`config.mk`:
```
export PLATFORM = sky130hd
export DESIGN_NAME = i2s_receiver
export DESIGN_NICKNAME = d
export VERILOG_FILES = /design/src/rtl/i2s_receiver.sv
export SDC_FILE = /design/constraint.sdc
export NUM_CORES = 1
export LEC_CHECK = 0
export CORE_ASPECT_RATIO = 0.5
export CORE_MARGIN = 5
export CORE_UTILIZATION = 50
export DETAILED_ROUTE_END_ITERATION = 6
export HOLD_SLACK_MARGIN = 0.15
export PLACE_DENSITY = 0.71
export SLEW_MARGIN = 10
export SYNTH_ARGS = -nofsm -noshare
export SYNTH_HDL_FRONTEND = slang
export SYNTH_SLANG_ARGS = --single-unit
```
`constraint.sdc`:
```
create_clock -name clk -period 2.2 [get_ports clk]
set_input_delay 0.44 -clock clk [delete_from_list [all_inputs] [get_ports clk]]
set_output_delay 0.44 -clock clk [all_outputs]
set_load 0.03 [all_outputs]
```
`src/rtl/i2s_receiver.sv`:
```
// I2S receiver: samples sclk/lrclk/sd in the clk domain and presents left/right pairs.
// Slot-length checking on frame_err is built only when I2S_RX_FRAME_ERR_EN is defined.

module i2s_receiver #(
   parameter int WIDTH     = 24,
   parameter int SLOT_BITS = 32
) (
   input  logic             clk,
   input  logic             rstn,
   input  logic             sclk,
   input  logic             lrclk,
   input  logic             sd,
   output logic [WIDTH-1:0] sample_left,
   output logic [WIDTH-1:0] sample_right,
   output logic             sample_valid,
   output logic             frame_err
);

   // state | meaning
   // HUNT  | discarding data until a change edge to lrclk = 0
   // LEFT  | collecting left slot bits
   // RIGHT | collecting right slot bits
   typedef enum logic [1:0] {HUNT, LEFT, RIGHT} state_t;

   localparam int              CW      = $clog2(SLOT_BITS + 2);
   localparam logic [CW-1:0]   CNT_MAX = CW'(SLOT_BITS + 1);

   logic             sclk_s1, sclk_s2, sclk_s3;
   logic             lr_s1, lr_s2, sd_s1, sd_s2;
   logic             rise_q, lr_q, sd_q;
   logic             lr_prev;
   logic             change;
   state_t           state;
   logic [WIDTH-1:0] word, word_next, hold, right_word;
   logic [CW-1:0]    cnt;
   logic             pair_pend;
`ifdef I2S_RX_FRAME_ERR_EN
   logic             err_pend;
`endif

   always_ff @(posedge clk or negedge rstn) begin
      if (!rstn) begin
         sclk_s1 <= 1'b0;
         sclk_s2 <= 1'b0;
         sclk_s3 <= 1'b0;
         lr_s1   <= 1'b0;
         lr_s2   <= 1'b0;
         sd_s1   <= 1'b0;
         sd_s2   <= 1'b0;
         rise_q  <= 1'b0;
         lr_q    <= 1'b0;
         sd_q    <= 1'b0;
      end else begin
         sclk_s1 <= sclk;
         sclk_s2 <= sclk_s1;
         sclk_s3 <= sclk_s2;
         lr_s1   <= lrclk;
         lr_s2   <= lr_s1;
         sd_s1   <= sd;
         sd_s2   <= sd_s1;
         // Registering the edge and its samples sets the 4-clk valid latency
         rise_q  <= sclk_s2 & ~sclk_s3;
         lr_q    <= lr_s2;
         sd_q    <= sd_s2;
      end
   end

   assign change = rise_q && (lr_q != lr_prev);

   // Bit n of a slot lands at word[WIDTH-1-n]; later bits fall off the end
   always_comb begin
      word_next = word;
      for (int i = 0; i < WIDTH; i++) begin
         if (int'(cnt) == WIDTH - 1 - i) word_next[i] = sd_q;
      end
   end

   always_ff @(posedge clk or negedge rstn) begin
      if (!rstn) begin
         state      <= HUNT;
         lr_prev    <= 1'b0;
         word       <= '0;
         cnt        <= '0;
         hold       <= '0;
         right_word <= '0;
         pair_pend  <= 1'b0;
`ifdef I2S_RX_FRAME_ERR_EN
         err_pend   <= 1'b0;
`endif
      end else begin
         pair_pend <= 1'b0;
`ifdef I2S_RX_FRAME_ERR_EN
         err_pend  <= 1'b0;
`endif
         if (rise_q) begin
            lr_prev <= lr_q;
            case (state)
               HUNT: begin
                  if (change && !lr_q) begin
                     state <= LEFT;
                     word  <= '0;
                     cnt   <= '0;
                  end
               end
               LEFT, RIGHT: begin
                  if (change) begin
                     word <= '0;
                     cnt  <= '0;
`ifdef I2S_RX_FRAME_ERR_EN
                     err_pend <= (int'(cnt) + 1 != SLOT_BITS);
`endif
                     if (state == LEFT) begin
                        hold  <= word_next;
                        state <= RIGHT;
                     end else begin
                        right_word <= word_next;
                        pair_pend  <= 1'b1;
                        state      <= LEFT;
                     end
                  end else begin
                     word <= word_next;
                     if (cnt != CNT_MAX) cnt <= cnt + 1'b1;
                  end
               end
               default: state <= HUNT;
            endcase
         end
      end
   end

   always_ff @(posedge clk or negedge rstn) begin
      if (!rstn) begin
         sample_left  <= '0;
         sample_right <= '0;
         sample_valid <= 1'b0;
      end else begin
         sample_valid <= pair_pend;
         if (pair_pend) begin
            sample_left  <= hold;
            sample_right <= right_word;
         end
      end
   end

`ifdef I2S_RX_FRAME_ERR_EN
   always_ff @(posedge clk or negedge rstn) begin
      if (!rstn) frame_err <= 1'b0;
      else       frame_err <= err_pend;
   end
`else
   assign frame_err = 1'b0;
`endif

endmodule

```
## Word-level counts from Yosys, hierarchy flattened

Cells that the tools add are included.

- Register bits after elaboration: 141
- Input bits: 5
- Output and inout port bits: 50
- Logic and storage cells: 105

- Add/sub/neg operators: 1
- Equal/unequal tests: 30
- Muxes and demuxes: 39
- Bitwise gates (word level): 3
- Reduce and logical (&&, ||, !) cells: 12

Operators with widths:

| operator | number |
|---|---|
| $eq A6 B5 Y1 const B | 8 |
| $eq A6 B6 Y1 const B | 8 |
| $mux W24 | 2 |
| $pmux W24 S2 | 1 |
| $mux W1 | 28 |
| $eq A6 B4 Y1 const B | 4 |
| $mux W6 | 3 |
| $eq A6 B3 Y1 const B | 2 |
| $pmux W6 S2 | 1 |
| $reduce_and A4 Y1 | 3 |
| $add A6 B1 Y6 const B | 1 |
| $eq A6 B2 Y1 const B | 1 |
| $logic_not A6 Y1 | 1 |
| $mux W2 | 3 |
| $ne A6 B6 Y1 const B | 1 |
| $reduce_and A3 Y1 | 2 |
| $ne A2 B2 Y1 const B | 2 |
| $pmux W2 S2 | 1 |
| $ne A3 B3 Y1 const B | 1 |
| $eq A2 B1 Y1 const B | 1 |
| $eq A2 B2 Y1 const B | 1 |
| $logic_and A1 B1 Y1 | 2 |
| $logic_not A2 Y1 | 1 |
| $not A1 Y1 | 2 |
| 5 further kinds | 5 |

## Depth between registers and ports, before layout

Gate-level depths: netlist of the first run.

- Word-level depth: 5
- Mapped depth: 8
- Depth with buffers taken out: 6

## Worst setup path before layout of the first run

No wires, ideal clock.

- Path kind: register -> register
- Start point: register state[0]
- End point: register word[12]
- Setup time: 0.082 ns
- Data arrival time: 1.590 ns
- Data required time: 2.118 ns
- Path slack: 0.527 ns
- Cell stages (with the launch flop): 9
- Buffers on the path: 2
- Clock period less this slack: 1.673 ns
- Cell sequence: dfrtp_1 inv_1 ha_1 nand3b_1 a21boi_1 buf_2 buf_2 a21oi_1 o22ai_1

- Word-level cells in the longest chain between the ends: 4
- Elaborated cells between the ends (all ways): 8
- Classes of those cells: eq/ne: 3; mux: 1; reduce/logical: 4

Ends and longest elaborated chain:

| element | RTL line | RTL |
|---|---|---|
| start: declaration | 33 | `state_t state;` |
| start signal: assignment | 80 | `state <= HUNT;` |
| start signal: assignment | 100 | `state <= LEFT;` |
| start signal: assignment | 114 | `state <= RIGHT;` |
| $eq A2 B1 Y1 / $eq A2 B2 Y1 (equally long branches) | 97 | `case (state)` |
| $reduce_or A2 Y1 | 97 |  |
| $reduce_bool A2 Y1 (no source line) | n/a |  |
| $reduce_and A3 Y1 (no source line) | n/a |  |
| end signal: assignment | 121 | `word <= word_next;` |
| end: declaration | 34 | `logic [WIDTH-1:0] word, word_next, hold, right_word;` |

Several ways; a longest one is shown, not always the timed one.
A chain may end at the register's enable or synchronous reset.

## Worst setup path in the final report of the first run

- Start point: register state[0]
- End point: register word[13]

The elaborated chain is that of the path after synthesis.

==> impl_metrics.env, run 1 <==
export IMPL_leakagePower_nw=3.31
export IMPL_drv_cap=0
export IMPL_grt_setup_unrepaired="false"
export IMPL_std_cell_rows=27
export IMPL_globalRouteTotalUtil_pct=17.8
export IMPL_drcViolationCount=0
export IMPL_period_minus_slack_ps=2010
export IMPL_arrival_ps=2330
export IMPL_grt_overflow_total=0
export IMPL_antenna_found_initial=0
export IMPL_status="finished clean"
export IMPL_worst_pin_slew_ps=554
export IMPL_via_per_inst=5.26
export IMPL_crit_chain="inv_1 -> ha_1 -> nand3b_1 -> nor2_2 -> buf_4 -> a21oi_1 -> o22ai_1"
export IMPL_totalWireLength_mm=11.5
export IMPL_slew_violations=0
export IMPL_fin_crit_sh_pct=91.4
export IMPL_num_vias=3857
export IMPL_syn_area_um2=5860
export IMPL_crit_fanout=19
export IMPL_startpoint="state[0]$_DFFE_PN0P_"
export IMPL_fp_coreArea_um2=11200
export IMPL_grt_start_max_net_pins=52
export IMPL_worst_setup_hold_path_clk_slew_ps=60
export IMPL_cp_required_ps=2520
export IMPL_yosys_area_share_adder_pct=1.71
export IMPL_grt_pass1_wl_mm=20.0
export IMPL_synthMuxAreaShare_pct=14.0
export IMPL_fin_nets=574
export IMPL_yosysWarningCount=0
export IMPL_layout_common_cells="140 x dfrtp_1, 75 x a21oi_1, 52 x nor2_1, 52 x clkdlybuf4s50_1, 50 x mux2_2"
export IMPL_wire_per_inst_um=15.7
export IMPL_clock_fmax_mhz=498
export IMPL_synthArstFlopShare_pct=100
export IMPL_crit_path_end="word[13]$_DFFE_PN0P_"
export IMPL_firstDrtPassIters=4
export IMPL_hold_viol_final=0
export IMPL_final_area_um2=7240
export IMPL_rrSetupSlack_ps=190
export IMPL_final_util_pct=64.5
export IMPL_nFillCells=869
export IMPL_power_density_nw_per_um2=1500
export IMPL_port_buffers=53
export IMPL_io_pins=55
export IMPL_cts_buffer_depth=2
export IMPL_r2r_end="word[13]$_DFFE_PN0P_"
export IMPL_synth_area_per_cell_um2=11.6
export IMPL_hp_class="register to register"
export IMPL_clk_latency_ps=410
export IMPL_syn_instance_count=507
export IMPL_ir_worst_vdd_v=0.000718
export IMPL_drt_iter0_drc=312
export IMPL_slew_limit_headroom_pct=63.0
export IMPL_finalSetupViolCount=0
export IMPL_synthDistinctLibCells=39
export IMPL_ys_seq_elements=141
export IMPL_crit_path_end_kind="register"
export IMPL_ff2ff_path_depth=7
export IMPL_ant_nets=0
export IMPL_dp_hpwl_mm=7.44
export IMPL_synth_edf_count=0
export IMPL_cts_inserted_buffers=17
export IMPL_die_y_um=86.6
export IMPL_fin_skew_ps=7.97
export IMPL_die_x_um=163
export IMPL_synth_compound_area_share_pct=10.3
export IMPL_dieArea_um2=14100
export IMPL_start_util_pct=52.3
export IMPL_numClockSinks=141
export IMPL_synth_top_flop_cell="dfrtp_1"
export IMPL_synth_xor_area_share_pct=0.277
export IMPL_cts_root_buf="clkbuf_16"
export IMPL_slowest_stage="nor2_2"
export IMPL_rr_startpoint="state[0]$_DFFE_PN0P_"
export IMPL_synthSimpleGateAreaFrac_pct=8.64
export IMPL_drive_gt1_share_pct=17.4
export IMPL_fin_tns_setup_ps=0
export IMPL_yosysSeqAreaShare_pct=60.2
export IMPL_post_dp_cell_area_um2=6570
export IMPL_critPathKind="register to register"
export IMPL_layout_commonest_cell="dfrtp_1"
export IMPL_antennaDiodeCount=0
export IMPL_grt_pass1_vias=3903
export IMPL_cts_tree="yes"
export IMPL_syn_nets=520
export IMPL_htree_levels=4
export IMPL_gp_congestion=0.899
export IMPL_synth_top_family_by_area="multiplexers"
export IMPL_crit_path_start_kind="register"
export IMPL_cp_slowest_stage_delay_ps=410
export IMPL_power_mw=10.8
export IMPL_syn_to_final_growth_pct=23.5
## worst max-delay path: cells and delay by family (launching register included)
kind | cells | cell delay [ps]
adders and majority gates | 1 | 330
and+or+nand+nor | 2 | 530
DFF | 1 | 370
AOI/OAI and AO/OA | 2 | 260
buffers and inverters | 2 | 430
## through the flow
step                instances  hold WS (ps)  setup slack (ps)
finish                    733           346               190
global route              733           352              11.8
CTS                       733           348               134
detailed placement        700           335               159
global placement          700           338               266
floorplan                 507           144               527
## where the power goes
| part | internal [mW] | switching (mW) |
|---|---|---|
| Clock | 2.05 | 1.06 |
| Combinational | 1.62 | 1.98 |
| Sequential | 3.55 | 0.560 |
## area by class of cell
class / instances / area, µm² / area share (%)
timing repair buffer: 66 / 682 / 9.42
clock buffer: 23 / 498 / 6.88
sequential: 141 / 3530 / 48.8
inverter: 30 / 113 / 1.56
tap: 159 / 199 / 2.75
multi-input combinational: 305 / 2060 / 28.5
clock inverter: 9 / 155 / 2.14
## routing by layer
layer	part of all wire (%)	routed length, µm	up-vias	global-route usage (%)
li1	-	-	1843	-
met1	51	5910	1913	27.0
met2	43	4900	90	25.1
met3	4.9	563	11	4.70
met4	1.1	131	0	5.71
met5	0	0	-	0
## synthesized netlist by cell type (all sizes together), types with 2 or more instances
cell      n  share of area, %
a21boi    2              0.26
and2      2              0.21
dfrtp   141                60
mux2     50               9.6
nor3      2              0.17
nand3     6              0.51
o22ai    25               2.7
nor3b     4              0.51
and3b     3              0.45
nand2    24               1.6
ha        8               1.7
o21ai     3              0.26
a21oi    75               6.4
buf      25               2.5
nor2     53               3.4
clkbuf    6              0.38
nor2b     7              0.75
inv      30               1.9
mux2i    26               4.4
## worst min path at each step
stage	depth (start not counted)	to	slack [ps]	startpoint
6_report	0	sclk_s2$_DFF_PN0_	350	sclk_s1$_DFF_PN0_
3_5_place_dp	0	sclk_s2$_DFF_PN0_	330	sclk_s1$_DFF_PN0_
3_3_place_gp	0	sd_s2$_DFF_PN0_	340	sd_s1$_DFF_PN0_
4_1_cts	0	sclk_s2$_DFF_PN0_	350	sclk_s1$_DFF_PN0_
2_1_floorplan	0	cnt[0]$_DFFE_PN0P_	140	rstn
5_1_grt	0	sclk_s2$_DFF_PN0_	350	sclk_s1$_DFF_PN0_
## registers in the layout, summed over array words and instances, names as in the netlist
register and flops:
hold 24, right_word 24, sample_left 24, sample_right 24, word 24, cnt 6
state 2, lr_prev 1, lr_q 1, lr_s1 1, lr_s2 1, pair_pend 1
rise_q 1, sample_valid 1, sclk_s1 1, sclk_s2 1, sclk_s3 1, sd_q 1
sd_s1 1, sd_s2 1
## kinds of logic (layout without fill, tap and decap cells)
group | count (synthesis) | in the layout
flops | 141 | 141
compound gates | 110 | 110
simple gates | 109 | 109
mux | 76 | 76
buf+inv | 61 | 128
fa+ha+maj | 8 | 8
other cells | 1 | 1
xor+xnor | 1 | 1
## repair_timing
action                                  CTS  global route
hold buffers                              1             0
gates resized for setup                   0             1
endpoints found under the setup margin    0            22
setup buffers                             0             0
hold endpoints to repair                 49             0
Note: power is estimated with default switching activity, not from simulation.
==> inputs of run 2 (changes only) <==
--- a/config.mk
+++ b/config.mk
@@ -5,11 +5,12 @@
 export SDC_FILE = /design/constraint.sdc
 export NUM_CORES = 1
 export LEC_CHECK = 0
+export ABC_AREA = 1
 export CORE_ASPECT_RATIO = 0.5
 export CORE_MARGIN = 5
 export CORE_UTILIZATION = 50
 export DETAILED_ROUTE_END_ITERATION = 6
-export HOLD_SLACK_MARGIN = 0.15
+export HOLD_SLACK_MARGIN = 0.02
 export PLACE_DENSITY = 0.71
 export SLEW_MARGIN = 10
 export SYNTH_ARGS = -nofsm -noshare
==> impl_metrics.env, run 2 <==
export IMPL_status="finished clean"
export IMPL_fp_coreArea_um2=11800
export IMPL_dp_hpwl_mm=7.82
export IMPL_drt_iter0_drc=287
export IMPL_crit_chain="clkdlybuf4s50_1"
export IMPL_die_y_um=87.3
export IMPL_cts_hold_buf=1
export IMPL_std_cell_rows=28
export IMPL_wl_met2_mm=5.45
export IMPL_rrSetupSlack_ps=410
export IMPL_drive_gt1_share_pct=18.2
export IMPL_dieArea_um2=14400
export IMPL_timing_final_ws_setup_ps=299
export IMPL_fin_nets=671
export IMPL_cts_buffer_depth=2
export IMPL_grt_pass1_wl_mm=20.9
export IMPL_slowest_stage="clkdlybuf4s50_1"
export IMPL_synth_area_per_cell_um2=10.0
export IMPL_pre_cts_ws_ps=424
export IMPL_seqPwrFrac_pct=42.4
export IMPL_ir_worst_vdd_v=0.000480
export IMPL_syn_to_final_growth_pct=21.2
export IMPL_critPathKind="register to output pin"
export IMPL_nFillCells=1012
export IMPL_p_sw_mw=1.97
export IMPL_num_vias=4183
export IMPL_crit_path_end_kind="output pin"
export IMPL_top_layer_used="met4"
export IMPL_yosysMostFrequentCell="nand2_1"
export IMPL_worst_pin_slew_ps=544
export IMPL_synth_area_leaders="dfrtp_1 59%, nand2_1 16%, mux2_2 9.0%, o21ai_1 1.9%, o21ai_2 1.8%"
export IMPL_syn_area_um2=5980
export IMPL_swShare_pct=29.0
export IMPL_hold_ws_ps=346
export IMPL_ant_nets=0
export IMPL_met1_length_mm=5.78
export IMPL_antennaDiodeCount=0
export IMPL_grt_setup_unrepaired="false"
export IMPL_syn_nets=611
export IMPL_numClockSinks=141
export IMPL_cp_slowest_stage_delay_ps=680
export IMPL_arrival_ps=1460
export IMPL_die_x_um=165
export IMPL_leakagePower_nw=3.63
export IMPL_clk_latency_ps=410
export IMPL_crit_buf_inv=1
export IMPL_drcViolationCount=0
export IMPL_dpl_cell_count=803
export IMPL_io_pins=55
export IMPL_worst_setup_hold_path_clk_slew_ps=60
export IMPL_synth_area_leader_cell="dfrtp_1"
export IMPL_fin_tns_setup_ps=0
export IMPL_hold_viol_final=0
export IMPL_cts_inserted_buffers=17
export IMPL_finalSetupViolCount=0
export IMPL_power_frac_comb_pct=16.9
export IMPL_via_per_inst=5.01
export IMPL_crit_fanout=2
export IMPL_yosysWarningCount=0
export IMPL_cp_required_ps=1760
export IMPL_wire_per_inst_um=14.3
export IMPL_synthDistinctLibCells=30
export IMPL_grt_overflow_total=0
export IMPL_ys_top_cells_by_count="257 x nand2_1, 141 x dfrtp_1, 48 x mux2_2"
export IMPL_wl_met3_um=598
export IMPL_postCtsSetupBuffers=0
export IMPL_synth_edf_count=0
export IMPL_yosysSeqAreaShare_pct=59.0
export IMPL_start_util_pct=50.8
export IMPL_crit_path_start_kind="register"
export IMPL_cts_resized=0
export IMPL_drv_cap=0
export IMPL_grt_pass1_vias=4242
export IMPL_cp_top_family="buffers and inverters"
export IMPL_antenna_found_initial=0
export IMPL_final_cells=835
export IMPL_globalRouteTotalUtil_pct=18.5
export IMPL_internal_power_mw=4.82
export IMPL_clock_fmax_mhz=526
export IMPL_synth_top_flop_cell="dfrtp_1"
export IMPL_ys_seq_elements=141
export IMPL_totalWireLength_mm=12.0
export IMPL_grt_start_max_net_pins=54
export IMPL_slew_limit_headroom_pct=63.6
export IMPL_syn_instance_count=598
export IMPL_cts_root_buf="clkbuf_16"
export IMPL_layout_commonest_cell="nand2_1"
export IMPL_period_minus_slack_ps=1900
export IMPL_htree_levels=4
export IMPL_firstDrtPassIters=4
export IMPL_power_density_nw_per_um2=937
export IMPL_cts_tree="yes"
export IMPL_fin_skew_ps=7.49
export IMPL_layout_common_cells="257 x nand2_1, 140 x dfrtp_1, 52 x clkdlybuf4s50_1, 48 x mux2_2, 23 x o21ai_1"
export IMPL_hp_class="register to register"
export IMPL_synth_top_cell_area_share_pct=59.0
export IMPL_port_buffers=53
export IMPL_power_frac_clock_pct=40.7
export IMPL_gp_congestion=0.879
export IMPL_slew_violations=0
export IMPL_fin_crit_sh_pct=86.4
export IMPL_synthArstFlopShare_pct=100
==> run 2: metal layers <==
layer | vias up | global-route usage [%]
li1 | 2032 | -
met3 | 14 | 5.01
met2 | 113 | 28.7
met4 | 0 | 6.04
met5 | - | 0
met1 | 2024 | 25.6
==> run 2: layout make-up <==
type / instances / area, µm² / area share (%)
clock buffers: 20 / 447 / 6.17
clock inverters: 11 / 120 / 1.66
inverters: 31 / 128 / 1.76
multi-input cells: 406 / 2190 / 30.3
flip-flops and latches: 141 / 3530 / 48.7
well taps: 165 / 206 / 2.85
repair buffers: 61 / 619 / 8.55
==> run 2: per-stage QoR <==
| step | utilization (%) | instance area, µm² | power [mW] |
|---|---|---|---|
| after detailed placement | 56.6 | 6670 | 4.07 |
| after floorplan | - | 5980 | 3.73 |
| after CTS | 61.5 | 7240 | 6.85 |
| after global placement | 56.6 | 6670 | 4.05 |
| after global routing | 61.5 | 7240 | 7.12 |
| final | 61.5 | 7240 | 6.79 |
==> run 2: logic make-up (layout without fill, tap and decap cells) <==
family | after synthesis | count (layout) | share of synthesized area, %
AOI/OAI and AO/OA | 46 | 46 | 4.65
xor gates and xnor gates | 1 | 1 | 0.147
adders and majority gates | 8 | 8 | 1.67
buffers and inverters | 51 | 123 | 4.27
DFF | 141 | 141 | 59.0
muxes | 48 | 48 | 9.04
other | 1 | 1 | 0.0627
and+or+nand+nor | 302 | 302 | 21.1
==> run 2: worst paths after layout <==
check | start | end | cells after the start
max reg2reg | state[0]$_DFFE_PN0P_ | word[17]$_DFFE_PN0P_ | 8
min in group asynchronous | rstn | sample_right[7]$_DFFE_PN0P_ | 2
max | sample_right[10]$_DFFE_PN0P_ | sample_right[10] | 1
min reg2reg | lr_s1$_DFF_PN0_ | lr_s2$_DFF_PN0_ | 0
max in group asynchronous | rstn | hold[12]$_DFFE_PN0P_ | 3
min | lr_s1$_DFF_PN0_ | lr_s2$_DFF_PN0_ | 0
==> run 2: power groups by stage <==
| stage | clock network [mW] | registers (mW) | logic, mW |
|---|---|---|---|
| CTS | 2.81 | 2.88 | 1.16 |
| finish | 2.76 | 2.88 | 1.15 |
| global route | 2.93 | 2.90 | 1.28 |
| detailed placement | 0 | 2.93 | 1.15 |
| global placement | 0 | 2.92 | 1.13 |
| floorplan | 0 | 2.96 | 0.765 |
